<file path="config.mk">
export PLATFORM = sky130hd
export DESIGN_NAME = alarm_buzzer_cntr
export DESIGN_NICKNAME = d
export VERILOG_FILES = /design/src/rtl/alarm_buzzer_cntr.sv
export SDC_FILE = /design/constraint.sdc
export NUM_CORES = 1
export LEC_CHECK = 0
export ABC_AREA = 1
export CORE_UTILIZATION = 25
export DETAILED_ROUTE_END_ITERATION = 6
export PLACE_DENSITY = 0.5
export SYNTH_ARGS = -nofsm -noshare
export SYNTH_HDL_FRONTEND = slang
export SYNTH_SLANG_ARGS = --single-unit
</file>
<file path="constraint.sdc">
create_clock -name clk -period 2.6 [get_ports clk]
set_input_delay 0.26 -clock clk [delete_from_list [all_inputs] [get_ports clk]]
set_output_delay 0.26 -clock clk [all_outputs]
set_load 0.005 [all_outputs]
</file>
<file path="src/rtl/alarm_buzzer_cntr.sv">
// Alarm stage behind the hour/minute watch core: editable BCD alarm time,
// edge-triggered ring with stop/snooze/timeout, square-wave buzzer and display mux.
module alarm_buzzer_cntr #(
  parameter int unsigned CLK_HZ   = 100_000_000,
  parameter int unsigned TONE_HZ  = 1000,
  parameter int unsigned RING_S   = 60,
  parameter int unsigned SNOOZE_S = 300
) (
  input  logic        clk,
  input  logic        reset_n,
  input  logic [15:0] time_value,
  input  logic        set_mode,
  input  logic        sec_tick,
  input  logic        alarm_set_btn,
  input  logic        inc_hour,
  input  logic        inc_min,
  input  logic        stop_btn,
  input  logic        snooze_btn,
  output logic [15:0] alarm_value,
  output logic [15:0] disp_value,
  output logic        armed,
  output logic        editing,
  output logic        ringing,
  output logic        buzz
);

  localparam int unsigned HALF = CLK_HZ / (2 * TONE_HZ);
  localparam int unsigned TW   = $clog2(HALF + 1);
  localparam int unsigned RW   = $clog2(RING_S + 1);
  localparam int unsigned SW   = $clog2(SNOOZE_S + 1);

  typedef enum logic [2:0] {
    S_IDLE,
    S_EDIT,
    S_ARMED,
    S_RINGING,
    S_SNOOZE
  } state_e;

  state_e          state_q, state_d;
  logic [15:0]     alarm_q, alarm_d;
  logic            match_q, match_d;
  logic [RW-1:0]   ring_cnt_q, ring_cnt_d;
  logic [SW-1:0]   snz_cnt_q, snz_cnt_d;
  logic [TW-1:0]   tone_cnt_q, tone_cnt_d;
  logic            tone_q, tone_d;
  logic            armed_q, armed_d;
  logic            editing_q, editing_d;
  logic            ringing_q, ringing_d;
  logic            trig;
  logic [7:0]      hr, mn;

  always_comb begin
    match_d   = (time_value == alarm_q) && !set_mode;
    trig      = match_d && !match_q;
    state_d   = state_q;
    alarm_d   = alarm_q;
    hr        = alarm_q[15:8];
    mn        = alarm_q[7:0];

    case (state_q)
      S_IDLE: begin
        if (alarm_set_btn) state_d = S_EDIT;
      end
      S_EDIT: begin
        if (!set_mode) begin
          if (inc_hour) begin
            if (alarm_q[15:8] == 8'h23)      hr = 8'h00;
            else if (alarm_q[11:8] == 4'd9) hr = {alarm_q[15:12] + 4'd1, 4'd0};
            else                             hr = {alarm_q[15:12], alarm_q[11:8] + 4'd1};
          end
          if (inc_min) begin
            if (alarm_q[3:0] == 4'd9)
              mn = {(alarm_q[7:4] == 4'd5) ? 4'd0 : alarm_q[7:4] + 4'd1, 4'd0};
            else
              mn = {alarm_q[7:4], alarm_q[3:0] + 4'd1};
          end
          alarm_d = {hr, mn};
        end
        if (stop_btn)           state_d = S_IDLE;
        else if (alarm_set_btn) state_d = S_ARMED;
      end
      S_ARMED: begin
        // Buttons take priority over a coincident trigger.
        if (stop_btn)           state_d = S_IDLE;
        else if (alarm_set_btn) state_d = S_EDIT;
        else if (trig)          state_d = S_RINGING;
      end
      S_RINGING: begin
        if (stop_btn)                                     state_d = S_ARMED;
        else if (snooze_btn)                              state_d = S_SNOOZE;
        else if (sec_tick && ring_cnt_q == RW'(RING_S - 1)) state_d = S_ARMED;
      end
      S_SNOOZE: begin
        if (stop_btn)                                       state_d = S_ARMED;
        else if (sec_tick && snz_cnt_q == SW'(SNOOZE_S - 1)) state_d = S_RINGING;
      end
      default: state_d = S_IDLE;
    endcase

    // Counters run only while staying in their state, so entry always starts at 0.
    ring_cnt_d = '0;
    if (state_q == S_RINGING && state_d == S_RINGING)
      ring_cnt_d = sec_tick ? ring_cnt_q + RW'(1) : ring_cnt_q;

    snz_cnt_d = '0;
    if (state_q == S_SNOOZE && state_d == S_SNOOZE)
      snz_cnt_d = sec_tick ? snz_cnt_q + SW'(1) : snz_cnt_q;

    tone_cnt_d = '0;
    tone_d     = 1'b0;
    if (state_q == S_RINGING && state_d == S_RINGING) begin
      if (tone_cnt_q == TW'(HALF - 1)) begin
        tone_cnt_d = '0;
        tone_d     = ~tone_q;
      end else begin
        tone_cnt_d = tone_cnt_q + TW'(1);
        tone_d     = tone_q;
      end
    end

    armed_d   = (state_d == S_ARMED) || (state_d == S_RINGING) || (state_d == S_SNOOZE);
    editing_d = (state_d == S_EDIT);
    ringing_d = (state_d == S_RINGING);
  end

  always_ff @(posedge clk or negedge reset_n) begin
    if (!reset_n) begin
      state_q    <= S_IDLE;
      alarm_q    <= '0;
      match_q    <= 1'b0;
      ring_cnt_q <= '0;
      snz_cnt_q  <= '0;
      tone_cnt_q <= '0;
      tone_q     <= 1'b0;
      armed_q    <= 1'b0;
      editing_q  <= 1'b0;
      ringing_q  <= 1'b0;
    end else begin
      state_q    <= state_d;
      alarm_q    <= alarm_d;
      match_q    <= match_d;
      ring_cnt_q <= ring_cnt_d;
      snz_cnt_q  <= snz_cnt_d;
      tone_cnt_q <= tone_cnt_d;
      tone_q     <= tone_d;
      armed_q    <= armed_d;
      editing_q  <= editing_d;
      ringing_q  <= ringing_d;
    end
  end

  assign alarm_value = alarm_q;
  assign disp_value  = editing_q ? alarm_q : time_value;
  assign armed       = armed_q;
  assign editing     = editing_q;
  assign ringing     = ringing_q;
  assign buzz        = tone_q & ringing_q;

endmodule

</file>
==> results.json <==
{
  "synth_area_sq_um": 3246,
  "nNetsFinal": 531,
  "p_leak_nw": 1.855,
  "ios": 61,
  "syn-num-nets": 465,
  "rows": 41,
  "finalClockSkew_ps": 8.413,
  "layout_commonest_cell": "nand2_1",
  "syn_inst": 433,
  "finalHoldViolCount": 0,
  "slew_headroom_pct": 49.83,
  "grt_max_degree": 34,
  "cts-resized-gates": 0,
  "drive_gt1_share_pct": 7.200,
  "min_period_ps": 1891,
  "routedWlPerCell_um": 11.49,
  "max_freq_mhz": 528.7,
  "clockBufferDepth": 2,
  "post-place-ws_ps": 559.7,
  "antenna_found_initial": 0,
  "yosysWarnings": 0,
  "setup_tns_ps": 0,
  "clkLatencyLatePin_ps": 290,
  "globalplace.congestion": 0.8032,
  "cp.arrival_ps": 1630,
  "pwr_density_cell_nw_per_um2": 739.3,
  "status": "completed",
  "hold_slack_ps": 29.93,
  "highest_layer": "met4",
  "crit_fanout": 33,
  "drv_cap": 0,
  "path_clk_slew_ps": 70,
  "cp.required_ps": 2340,
  "met3_length_um": 112,
  "grt_pass1_vias": 2787,
  "vias_per_cell": 4.274,
  "synth_seq_cells": 55,
  "ant_nets": 0,
  "htree_levels": 2,
  "cts_buffers": 5,
  "chipWidth_um": 115.9,
  "vdd_drop_max_mv": 0.2963,
  "drcViolationCount": 0,
  "cp-end-kind": "primary output",
  "post-cts-setup-buffers": 0,
  "grt_overflow": 0,
  "path_class": "flop to primary output",
  "wl_met1_mm": 3.613,
  "worstHoldPathType": "primary input to asynchronous set/reset pin",
  "place_hpwl_mm": 6.141,
  "synth.distinct_cells": 34,
  "wl_mm": 7.722,
  "wl_met2_mm": 3.935,
  "fp.coreArea_sq_um": 12620,
  "initial_core_util_pct": 25.72,
  "io_buffers": 60,
  "dr.pass1.iters": 4,
  "startpoint_type": "flop",
  "die_h_um": 115.9,
  "maxSlewViolCount": 0,
  "clkSinkCount": 55,
  "tritoncts": "yes",
  "n_antenna_cell": 0,
  "most-common-layout-cells": "nand2_1 (90), inv_1 (72), clkdlybuf4s50_1 (59)",
  "finalSetupViolCount": 0,
  "ctsRootBufferMaster": "clkbuf_16",
  "postCtsHoldBufs": 0,
  "num_vias": 2872,
  "avgSynthCellArea_sq_um": 7.496,
  "synth-seq-area-share_pct": 42.41,
  "setup_slack_ps": 708.7,
  "syn_to_final_growth_pct": 29.61,
  "dieArea_sq_um": 13440,
  "rsz0062_at_grt": "no",
  "drt_iter0_markers": 139,
  "fin_crit_sh_pct": 72.74,
  "worst_pin_slew_ps": 752.6,
  "grt_usage_pct": 12.31,
  "grt_pass1_wl_mm": 12.98
}
-- cells by family (layout without fill, tap and decap cells) --
kind of cell,after synthesis,count (layout),synth area share (%)
compound gates,52,52,8.289
xor+xnor,20,20,5.397
fa+ha+maj,7,7,2.698
buf+inv,81,148,9.599
flops,55,55,42.41
mux,1,1,0.3084
simple gates,217,217,31.30
-- per-layer routing --
layer | track usage, % | up-vias
met5 | 0 | -
met4 | 4.017 | 0
met3 | 1.569 | 2
met2 | 22.22 | 21
met1 | 15.11 | 1339
li1 | - | 1510
-- power breakdown --
part / internal [mW] / total [mW] / leakage [nW] / switching [mW]
logic: 0.639 / 1.22 / 1.07 / 0.585
clock network: 0.365 / 0.685 / 0.0708 / 0.321
registers: 0.984 / 1.20 / 0.717 / 0.216
-- through the flow --
step,instances,utilization (%),power [mW],instance area [sq um]
6_report,672,33.33,3.110,4207
4_1_cts,672,33.33,3.165,4207
5_1_grt,672,33.33,3.337,4207
2_1_floorplan,433,-,1.769,3246
3_5_place_dp,664,32.14,2.459,4056
3_3_place_gp,664,32.14,2.446,4056
-- registers in the layout, indices dropped and copies added, names as in the netlist --
name / flops
tone_cnt_q: 16
ring_cnt_q: 6
armed: 1
ringing: 1
tone_q: 1
state_q: 3
alarm_value: 16
match_q: 1
editing: 1
snz_cnt_q: 9
-- worst paths after layout --
path | slack (ps) | start | to | cells after the start
setup / recovery | 710 | editing$_DFF_PN0_ | disp_value[8] | 4
hold / removal | 30 | reset_n | alarm_value[14]$_DFFE_PN0P_ | 1
setup reg to reg | 850 | state_q[2]$_DFF_PN0_ | alarm_value[6]$_DFFE_PN0P_ | 8
hold reg to reg | 500 | tone_cnt_q[0]$_DFF_PN0_ | tone_cnt_q[0]$_DFF_PN0_ | 1
max in group asynchronous | 1900 | reset_n | tone_cnt_q[2]$_DFF_PN0_ | 2
min in group clk | 500 | tone_cnt_q[0]$_DFF_PN0_ | tone_cnt_q[0]$_DFF_PN0_ | 1
-- cell type report --
class,instances,area (sq um)
fill,1358,8413
tap,172,215.2
multi-input combinational,297,1558
inverter,77,289.0
timing repair buffer,63,618.1
clock buffer,5,125.1
clock inverter,3,25.02
sequential,55,1376
-- critical path, stage by stage (launching register included) --
cell,delay [ps]
dfrtp_1,330
buf_4,280
nor2_1,70
a21oi_1,120
clkdlybuf4s50_1,540
-- cells in the mapped netlist, drive strengths merged --
cell	instances	area share [%]
o31ai	1	0.23
clkbuf	3	0.35
a211oi	1	0.23
o21ai	27	4.2
nand3	17	3.1
nor2	66	8.6
a21oi	20	3.1
nor4	3	0.77
nand2	92	11
and3	1	0.19
or2	2	0.39
o22ai	2	0.39
mux2i	1	0.31
ha	7	2.7
xor2	14	3.8
inv	77	8.9
nor3	16	3.1
buf	1	0.35
dfrtp	55	42
nor3b	2	0.46
nand3b	1	0.23
a31oi	1	0.19
xnor2	6	1.6
nand4	17	3.5
No activity file was read; power rests on OpenSTA's default activity.
